==> src/rtl/matc_stream_reader_pkg.sv <==
// Shared constants, state encoding and beat layout for the result-matrix readout path.
// The addr->row/col helper is also used by the matrix-multiply writer.
package matc_stream_reader_pkg;

    localparam int DATA_W = 19;
    localparam int DIM    = 8;
    localparam int ADDR_W = 6;
    localparam int SUM_W  = 25;
    localparam int N      = DIM * DIM;
    localparam int IDX_W  = $clog2(DIM);

    typedef enum logic [1:0] {
        ST_IDLE,
        ST_READ,
        ST_DRAIN,
        ST_DONE
    } state_t;

    typedef struct packed {
        logic [IDX_W-1:0] row;
        logic [IDX_W-1:0] col;
    } rc_t;

    typedef struct packed {
        logic signed [DATA_W-1:0] data;
        logic [IDX_W-1:0]         row;
        logic [IDX_W-1:0]         col;
        logic                     last;
    } beat_t;

    localparam int BEAT_W = $bits(beat_t);

    function automatic rc_t addr_to_rc(input logic [ADDR_W-1:0] addr);
        rc_t rc;
        rc.row = IDX_W'(int'(addr) / DIM);
        rc.col = IDX_W'(int'(addr) % DIM);
        return rc;
    endfunction

endpackage

==> src/rtl/matc_stream_reader_if.sv <==
// RAM read port plus the downstream element stream of the result reader.
interface matc_stream_reader_if;
    import matc_stream_reader_pkg::*;

    logic                     rd_en;
    logic [ADDR_W-1:0]        rd_addr;
    logic signed [DATA_W-1:0] rd_data;
    logic                     out_valid;
    logic                     out_ready;
    logic signed [DATA_W-1:0] out_data;
    logic [IDX_W-1:0]         out_row;
    logic [IDX_W-1:0]         out_col;
    logic                     out_last;

    modport master (
        output rd_en, rd_addr,
        input  rd_data,
        output out_valid, out_data, out_row, out_col, out_last,
        input  out_ready
    );

    modport slave (
        input  rd_en, rd_addr,
        output rd_data,
        input  out_valid, out_data, out_row, out_col, out_last,
        output out_ready
    );

endinterface

==> src/rtl/matc_stream_reader_fifo.sv <==
// Two-entry valid/ready FIFO; outputs come straight from storage so valid never
// depends on ready. The writer guarantees it never writes while full.
module stream_skid_fifo2 #(
    parameter int W = 8
) (
    input  logic         clk,
    input  logic         rst,
    input  logic         i_wr,
    input  logic [W-1:0] i_wdata,
    output logic         o_valid,
    input  logic         i_ready,
    output logic [W-1:0] o_rdata,
    output logic [1:0]   o_count
);
    logic [W-1:0] r_mem [2];
    logic         r_wptr;
    logic         r_rptr;
    logic [1:0]   r_count;
    logic         w_pop;

    assign w_pop   = (r_count != 2'd0) && i_ready;
    assign o_valid = (r_count != 2'd0);
    assign o_rdata = r_mem[r_rptr];
    assign o_count = r_count;

    always_ff @(posedge clk or posedge rst) begin
        if (rst) begin
            r_mem[0] <= '0;
            r_mem[1] <= '0;
            r_wptr   <= 1'b0;
            r_rptr   <= 1'b0;
            r_count  <= '0;
        end else begin
            if (i_wr) begin
                r_mem[r_wptr] <= i_wdata;
                r_wptr        <= ~r_wptr;
            end
            if (w_pop) begin
                r_rptr <= ~r_rptr;
            end
            r_count <= r_count + {1'b0, i_wr} - {1'b0, w_pop};
        end
    end

endmodule

==> src/rtl/matc_stream_reader.sv <==
// Reads the DIM x DIM result matrix out of the result RAM in row-major order and
// streams it with row/col tags and a running signed checksum.
module matc_stream_reader
    import matc_stream_reader_pkg::*;
(
    input  logic                    clk,
    input  logic                    rst,
    input  logic                    i_start,
    matc_stream_reader_if.master    bus,
    output logic                    o_busy,
    output logic                    o_done,
    output logic signed [SUM_W-1:0] o_checksum
);
    state_t                  r_state;
    state_t                  w_state_nxt;
    logic [ADDR_W-1:0]       r_issue_addr;
    logic                    r_inflight;
    logic [ADDR_W-1:0]       r_inflight_addr;
    logic signed [SUM_W-1:0] r_checksum;
    logic                    w_issue;
    logic                    w_pop;
    logic                    w_start_acc;
    logic                    w_fifo_valid;
    logic [1:0]              w_fifo_count;
    logic [2:0]              w_occupancy;
    rc_t                     w_rc;
    beat_t                   w_wbeat;
    beat_t                   w_obeat;

    assign w_pop       = w_fifo_valid & bus.out_ready;
    assign w_start_acc = i_start && (r_state == ST_IDLE || r_state == ST_DONE);
    // Entries buffered or in flight once this cycle's pop has left.
    assign w_occupancy = {1'b0, w_fifo_count} + {2'b00, r_inflight} - {2'b00, w_pop};

    always_comb begin
        w_state_nxt = r_state;
        w_issue     = 1'b0;
        case (r_state)
            ST_IDLE, ST_DONE: begin
                if (i_start) w_state_nxt = ST_READ;
            end
            ST_READ: begin
                w_issue = (w_occupancy < 3'd2);
                if (w_issue && r_issue_addr == ADDR_W'(N - 1)) w_state_nxt = ST_DRAIN;
            end
            ST_DRAIN: begin
                if (!r_inflight && (w_fifo_count == 2'd0 || (w_fifo_count == 2'd1 && w_pop)))
                    w_state_nxt = ST_DONE;
            end
            default: w_state_nxt = ST_IDLE;
        endcase
    end

    always_ff @(posedge clk or posedge rst) begin
        if (rst) begin
            r_state         <= ST_IDLE;
            r_issue_addr    <= '0;
            r_inflight      <= 1'b0;
            r_inflight_addr <= '0;
            r_checksum      <= '0;
        end else begin
            r_state    <= w_state_nxt;
            r_inflight <= w_issue;
            if (w_start_acc) begin
                r_issue_addr <= '0;
            end else if (w_issue) begin
                r_issue_addr <= r_issue_addr + ADDR_W'(1);
            end
            if (w_issue) begin
                r_inflight_addr <= r_issue_addr;
            end
            if (w_start_acc) begin
                r_checksum <= '0;
            end else if (w_pop) begin
                r_checksum <= r_checksum
                            + {{(SUM_W - DATA_W){w_obeat.data[DATA_W-1]}}, w_obeat.data};
            end
        end
    end

    assign w_rc          = addr_to_rc(r_inflight_addr);
    assign w_wbeat.data  = bus.rd_data;
    assign w_wbeat.row   = w_rc.row;
    assign w_wbeat.col   = w_rc.col;
    assign w_wbeat.last  = (r_inflight_addr == ADDR_W'(N - 1));

    stream_skid_fifo2 #(
        .W (BEAT_W)
    ) u_fifo (
        .clk     (clk),
        .rst     (rst),
        .i_wr    (r_inflight),
        .i_wdata (w_wbeat),
        .o_valid (w_fifo_valid),
        .i_ready (bus.out_ready),
        .o_rdata (w_obeat),
        .o_count (w_fifo_count)
    );

    assign bus.rd_en     = w_issue;
    assign bus.rd_addr   = r_issue_addr;
    assign bus.out_valid = w_fifo_valid;
    assign bus.out_data  = w_obeat.data;
    assign bus.out_row   = w_obeat.row;
    assign bus.out_col   = w_obeat.col;
    assign bus.out_last  = w_obeat.last;

    assign o_busy     = (r_state == ST_READ) || (r_state == ST_DRAIN);
    assign o_done     = (r_state == ST_DONE);
    assign o_checksum = r_checksum;

endmodule
==> src/flat_wrapper.sv <==
// flat-port wrapper written by rule: the top's interface ports become plain ports
module matc_stream_reader_flat import matc_stream_reader_pkg::*;
  (clk, rst, i_start, o_busy, o_done, o_checksum, bus_rd_en, bus_rd_addr, bus_rd_data, bus_out_valid, bus_out_data, bus_out_row, bus_out_col, bus_out_last, bus_out_ready);
  matc_stream_reader_if bus_i ();
  input  logic clk;
  input  logic rst;
  input  logic i_start;
  output logic o_busy;
  output logic o_done;
  output logic signed [SUM_W-1:0] o_checksum;
  output wire logic [$bits(bus_i.rd_en)-1:0] bus_rd_en;
  output wire logic [$bits(bus_i.rd_addr)-1:0] bus_rd_addr;
  input wire logic [$bits(bus_i.rd_data)-1:0] bus_rd_data;
  output wire logic [$bits(bus_i.out_valid)-1:0] bus_out_valid;
  output wire logic [$bits(bus_i.out_data)-1:0] bus_out_data;
  output wire logic [$bits(bus_i.out_row)-1:0] bus_out_row;
  output wire logic [$bits(bus_i.out_col)-1:0] bus_out_col;
  output wire logic [$bits(bus_i.out_last)-1:0] bus_out_last;
  input wire logic [$bits(bus_i.out_ready)-1:0] bus_out_ready;
  assign bus_rd_en = bus_i.rd_en;
  assign bus_rd_addr = bus_i.rd_addr;
  assign bus_i.rd_data = bus_rd_data;
  assign bus_out_valid = bus_i.out_valid;
  assign bus_out_data = bus_i.out_data;
  assign bus_out_row = bus_i.out_row;
  assign bus_out_col = bus_i.out_col;
  assign bus_out_last = bus_i.out_last;
  assign bus_i.out_ready = bus_out_ready;
  matc_stream_reader u_core (.clk(clk), .rst(rst), .i_start(i_start), .bus(bus_i), .o_busy(o_busy), .o_done(o_done), .o_checksum(o_checksum));
endmodule
==> config.mk <==
export PLATFORM = sky130hd
export DESIGN_NAME = matc_stream_reader_flat
export DESIGN_NICKNAME = d
export VERILOG_FILES = /design/src/rtl/matc_stream_reader_pkg.sv /design/src/rtl/matc_stream_reader_if.sv /design/src/rtl/matc_stream_reader_fifo.sv /design/src/rtl/matc_stream_reader.sv /design/src/flat_wrapper.sv
export SDC_FILE = /design/constraint.sdc
export NUM_CORES = 1
export LEC_CHECK = 0
export ABC_AREA = 1
export CELL_PAD_IN_SITES_DETAIL_PLACEMENT = 1
export CELL_PAD_IN_SITES_GLOBAL_PLACEMENT = 1
export CORE_MARGIN = 3
export CORE_UTILIZATION = 44
export CTS_CLUSTER_SIZE = 14
export DETAILED_ROUTE_END_ITERATION = 10
export GPL_TIMING_DRIVEN = 0
export PLACE_DENSITY_LB_ADDON = 0.15
export SLEW_MARGIN = 5
export SYNTH_ARGS = -nofsm -noshare
export SYNTH_HDL_FRONTEND = slang
export SYNTH_HIERARCHICAL = 1
export SYNTH_SLANG_ARGS = --single-unit
==> constraint.sdc <==
create_clock -name clk -period 8.1 [get_ports clk]
set_input_delay 2.43 -clock clk [delete_from_list [all_inputs] [get_ports clk]]
set_output_delay 2.43 -clock clk [all_outputs]
set_load 0.02 [all_outputs]
# [Word level (Yosys, flattened, before mapping)]
# Index checks and enable logic that the tools add are counted.
[totals] regBits=96 inputBits=23 output_inout_bits=61 elab_cells=66
[op_classes] addsub=6 order_cmp=4 eq_ne=9 n_mux=15 bitwise=5 reduce_logical=17
[ops] cell="$mux W26" n=4
[ops] cell="$bwmux W52" n=1
[ops] cell="$mux W25" n=2
[ops] cell="$demux W26 S1" n=1
[ops] cell="$add A25 B25 Y25" n=1
[ops] cell="$eq A6 B6 Y1 const B" n=2
[ops] cell="$mux W6" n=2
[ops] cell="$add A6 B1 Y6 const B" n=1
[ops] cell="$logic_and A1 B1 Y1" n=6
[ops] cell="$mux W2" n=3
[ops] cell="$pmux W2 S3" n=1
[ops] cell="$reduce_bool A2 Y1" n=3
[ops] cell="$eq A2 B1 Y1 const B" n=2
[ops] cell="$eq A2 B2 Y1 const B" n=2
[ops] cell="$ge A2 B2 Y1 const B" n=2
[ops] cell="$logic_not A2 Y1" n=2
[ops] cell="$ne A2 B1 Y1 const B" n=2
[ops] cell="$not A1 Y2" n=2
[ops] cell="$add A2 B1 Y3" n=1
[ops] cell="$logic_or A1 B1 Y1" n=3
[ops] cell="$lt A3 B2 Y1 const B" n=1
[ops] cell="$reduce_and A3 Y1" n=1
[ops] cell="$sub A3 B1 Y3" n=1
[ops] cell="$add A2 B1 Y2" n=1
[ops] cell="other kinds (8)" n=9

# [Longest topological paths before layout]
[logic_depth] ltp_word=7 ltp_mapped=17 depth_no_buf=15

# [Hierarchy]
# Netlist, hierarchy kept.
[modules_own_cells] module="matc_stream_reader" n_inst=1 cells_per_inst=568 area_per_inst_um2=3547.2 seq_area_each_um2=1001.0
[modules_own_cells] module="stream_skid_fifo2" n_inst=1 cells_per_inst=304 area_per_inst_um2=2732.6 seq_area_each_um2=1401.3

# [Least setup slack after synthesis]
# No wires, ideal clock.
[synth_timing] kind="in2out" from="input bus_out_ready" to="output bus_rd_en" t_arrival_ps=3911 t_required_ps=5670 path_slack_ps=1759 path_stages=9 n_path_buf=0 path_cell_list="nand2_1 inv_1 ha_1 inv_1 nand2_1 fa_1 xnor2_1 nand3_2 inv_1"
[synth_via] elab_chain_cells=4
[synth_rtl] element="start, declared" line="flat_wrapper.sv:19" rtl="input wire logic [$bits(bus_i.out_ready)-1:0] bus_out_ready;"
[synth_rtl] element="$and A1 B1 Y1" line="matc_stream_reader.sv:30" rtl="assign w_pop = w_fifo_valid & bus.out_ready;"
[synth_rtl] element="$sub A3 B1 Y3" line="matc_stream_reader.sv:33" rtl="assign w_occupancy = {1'b0, w_fifo_count} + {2'b00, r_inflight} - {2'b00, w_pop};"
[synth_rtl] element="$lt A3 B2 Y1" line="matc_stream_reader.sv:43" rtl="w_issue = (w_occupancy < 3'd2);"
[synth_rtl] element="$mux W1" line="matc_stream_reader.sv:38" rtl="case (r_state)"
[synth_rtl] element="end, declared" line="flat_wrapper.sv:11" rtl="output wire logic [$bits(bus_i.rd_en)-1:0] bus_rd_en;"
# Every way passes these cells.

# [Worst setup path after layout]
# Same ends and word-level chain as after synthesis.

==> impl_metrics.yaml <==
run_status:
  run_status: "finished clean"
pwr:
  power_w: 0.00376
  p_leak_nw: 4.11
  vdd_ir_drop_max_mv: 0.197
  power-per-cell-area_mw_per_mm2: 489
global_routing:
  grt.overflow.total: 0
  initial_antenna_violation_count: 0
  grt_pass1_wl_mm: 32.4
  grtUsageTotal_pct: 25.6
  pin_count_of_the_biggest_net_entering_global_routing: 33
  first_global_vias: 6417
route:
  drt_first_iter_violations: 319
  drc: 0
  route.detailed.vias_per_inst: 5.15
  antenna_left: 0
  vias: 5939
  route.detailed.wl_per_inst_microns: 16.9
  detailedRoute.firstPassIterationCount: 5
  drt-total-wl_mm: 19.5
cts:
  cts.sinks: 96
  post_cts_resized: 0
  clock_buffers_created_by_tritoncts: 9
  max-clock-path-buffers: 2
  post_cts_hold_buffer_count: 0
  postCtsSetupRepairBufs: 0
  cts-htree-levels: 3
  cts_tree: "done"
  cts.reportedPaths.clkPinSlew_ps: 70
  worstSkewPairLatency_ps: 360
  cts_root_buf: "sky130_fd_sc_hd__clkbuf_16"
timing:
  fin_crit_ps: 7590
  hold_viol_final: 0
  timing.max_slew.rel_slack_pct: 63.3
  final-max-slew-violation-count: 0
  hold_slack_ps: 483
  final.setup_skew_ps: 9.14
  finalCritPeriodShare_pct: 93.7
  setup-tns-final_ps: 0
  rsz0062_at_grt: "false"
  tightest_slew_ps: 550
  achievable_frequency_ghz: 0.132
  finalSetupViolCount: 0
placement:
  port_buffers: 83
  post_dp_cell_area_sq_mm: 0.00738
  place_hpwl_mm: 15.0
  place.gp.congestion: 0.879
die:
  die-width_microns: 125
  core_sq_mm: 0.0139
  start_util_pct: 45.1
  rows: 43
  die-height_microns: 125
  fp.dieArea_sq_mm: 0.0157
  pin_count: 84
worst_setup_path:
  critical_path.cell_chain: "clkdlybuf4s50_1, nand2_1, inv_1, ha_1, inv_1, nand2_1, fa_1, xnor2_1, nand3_2, inv_1, clkdlybuf4s50_1"
  crit_path_max_fanout: 8
  worst_path_most_repeated_cell: "sky130_fd_sc_hd__inv_1"
  reg2reg_slack_ps: 5310
  worst-endpoint-arrival_ps: 5160
  critical_path_class: "input port to primary output"
  cp.required_ps: 5670
  start_kind: "input port"
  worst_setup_path_end_kind: "primary output"
  ff2ff_path_depth: 14
  regToRegEndpoint: "u_core/bus.rd_addr[5]"
  worst_setup_path_startpoint: "bus_out_ready"
  crit_path_top_delay_cell: "sky130_fd_sc_hd__clkdlybuf4s50_1"
  crit_end: "bus_rd_en"
  reg2reg_from: "u_core/u_fifo/o_count[1]"
  critical-path-max-stage-delay_ps: 630
cells_and_area:
  fill_cells: 1795
  utilization_pct: 55.2
  final_layout_size_suffix_gt1_share_pct: 12.9
  layout-area-overhead-vs-synth_pct: 22.4
  stdcell_area_sq_mm: 0.00769
  nets: 1025
  num_antenna_cells: 0
min_path:
  worstHoldPathType: "register to register"
run:
  max_cap_violations: 0
synthesis:
  post_synth.cell_area_avg_sq_um: 7.20
  synth.distinct_cells: 33
  post_synth_inst_count: 872
  yosysWarnings: 6
  syn-num-nets: 929
  synth_area_sq_mm: 0.00628
  postSynthRegisterBits: 96
  share_of_the_yosys_chip_area_belonging_to_registers_pct: 38.3
cells in the final DEF, fill, tap and decap left out, types with 3 or more instances in the layout:
master	count
sky130_fd_sc_hd__nand2_1	361
sky130_fd_sc_hd__inv_1	130
sky130_fd_sc_hd__dfrtp_1	96
sky130_fd_sc_hd__clkdlybuf4s50_1	83
sky130_fd_sc_hd__o21ai_2	52
sky130_fd_sc_hd__nor2_1	34
sky130_fd_sc_hd__nand3_1	32
sky130_fd_sc_hd__ha_1	32
sky130_fd_sc_hd__a21oi_1	23
sky130_fd_sc_hd__o21ai_0	23
sky130_fd_sc_hd__nand2_2	15
sky130_fd_sc_hd__buf_6	11
sky130_fd_sc_hd__clkbuf_16	9
sky130_fd_sc_hd__nand4_1	9
sky130_fd_sc_hd__nor2_2	8
sky130_fd_sc_hd__inv_2	7
sky130_fd_sc_hd__o21ai_1	7
sky130_fd_sc_hd__buf_2	4
sky130_fd_sc_hd__nand3_2	3
sky130_fd_sc_hd__nor3_1	3
worst max-delay path: cells and delay by family:
kind	cells	cell delay (ps)
adders and majority gates	2	630
buffers and inverters	5	1510
and+or+nand+nor	3	340
xor gates and xnor gates	1	230
where the power goes:
| part | internal [W] | switching (W) |
|---|---|---|
| logic | 0.000882 | 0.00158 |
| clock network | 0.000247 | 0.000215 |
| registers | 0.000682 | 0.000155 |
| total | 0.00181 | 0.00195 |
area by class of cell:
type	instances	area [sq um]	area share, %
plain buffers	19	178	2.31
clock buffers	9	225	2.93
clock inverters	7	86.3	1.12
inverters	137	514	6.69
multi-input cells	620	3190	41.4
flip-flops and latches	96	2400	31.2
well taps	180	225	2.93
repair buffers	85	871	11.3
layer usage:
| layer | up-vias | track usage (%) | part of all wire [%] |
|---|---|---|---|
| li1 | 2895 | - | - |
| met3 | 26 | 3.50 | 2.8 |
| met2 | 107 | 45.6 | 51 |
| met5 | - | 0 | 0 |
| met1 | 2911 | 32.6 | 45 |
| met4 | 0 | 6.51 | 1.5 |
cell families after synthesis:
group	after synthesis	synth area share (%)
compound gates	108	11.9
buf+inv	156	11.0
xor+xnor	3	0.418
simple gates	475	31.4
flops	96	38.3
fa+ha+maj	34	7.01
how the worst min path moves through the flow:
stage / start / cells after the start / endpoint
floorplan: u_core/u_fifo/r_mem[17] / 2 / u_core/u_fifo/r_mem[17]
global placement: u_core/u_fifo/r_mem[3] / 2 / u_core/u_fifo/r_mem[3]
detailed placement: u_core/u_fifo/r_mem[29] / 2 / u_core/u_fifo/r_mem[29]
CTS: u_core/u_fifo/r_mem[0] / 2 / u_core/u_fifo/r_mem[0]
global route: u_core/u_fifo/r_mem[38] / 2 / u_core/u_fifo/r_mem[38]
finish: u_core/u_fifo/r_mem[3] / 2 / u_core/u_fifo/r_mem[3]
flip-flops by register name, indices dropped and copies added, names as in the netlist:
signal and flops:
u_core/r_inflight 1, u_core/u_fifo/r_mem 52, u_core/bus.rd_addr 6, u_core/o_checksum 25, u_core/u_fifo/r_wptr 1, u_core/u_fifo/r_rptr 1
u_core/r_inflight_addr 6, u_core/r_state 2, u_core/u_fifo/o_count 2
through the flow:
stage,std cells,worst slack [ps]
final,1153,513
after global routing,1153,300
after CTS,1153,484
after detailed placement,1137,478
after global placement,1135,505
after floorplan,872,1760
cell usage after synthesis:
library cell / count / area, sq um
sky130_fd_sc_hd__inv_2: 5 / 18.8
sky130_fd_sc_hd__o21ai_0: 23 / 115
sky130_fd_sc_hd__nor3_1: 3 / 15.0
sky130_fd_sc_hd__xnor2_1: 1 / 8.76
sky130_fd_sc_hd__nand2_4: 2 / 22.5
sky130_fd_sc_hd__buf_4: 2 / 15.0
sky130_fd_sc_hd__nand3b_1: 2 / 15.0
sky130_fd_sc_hd__o21ai_1: 7 / 35.0
sky130_fd_sc_hd__nand2_2: 15 / 93.8
sky130_fd_sc_hd__nor2_2: 8 / 50.1
sky130_fd_sc_hd__dfrtp_1: 96 / 2400
sky130_fd_sc_hd__a21oi_1: 23 / 115
sky130_fd_sc_hd__inv_1: 132 / 495
sky130_fd_sc_hd__nand3_2: 3 / 30.0
sky130_fd_sc_hd__buf_2: 4 / 20.0
sky130_fd_sc_hd__fa_1: 2 / 40.0
sky130_fd_sc_hd__a22o_1: 2 / 17.5
sky130_fd_sc_hd__ha_1: 32 / 400
sky130_fd_sc_hd__o21ai_2: 52 / 455
sky130_fd_sc_hd__and3_1: 1 / 6.26
sky130_fd_sc_hd__and2_1: 1 / 6.26
sky130_fd_sc_hd__nor2_4: 2 / 22.5
sky130_fd_sc_hd__xor2_1: 2 / 17.5
sky130_fd_sc_hd__buf_8: 1 / 15.0
sky130_fd_sc_hd__o31ai_1: 1 / 7.51
sky130_fd_sc_hd__nand4_1: 9 / 56.3
sky130_fd_sc_hd__buf_6: 11 / 124
sky130_fd_sc_hd__or2_1: 1 / 6.26
sky130_fd_sc_hd__clkbuf_1: 1 / 3.75
sky130_fd_sc_hd__nand3_1: 32 / 160
sky130_fd_sc_hd__nand2_1: 361 / 1360
sky130_fd_sc_hd__nor2_1: 34 / 128
sky130_fd_sc_hd__or2_2: 1 / 6.26
Power figures use the tool's default switching activity.
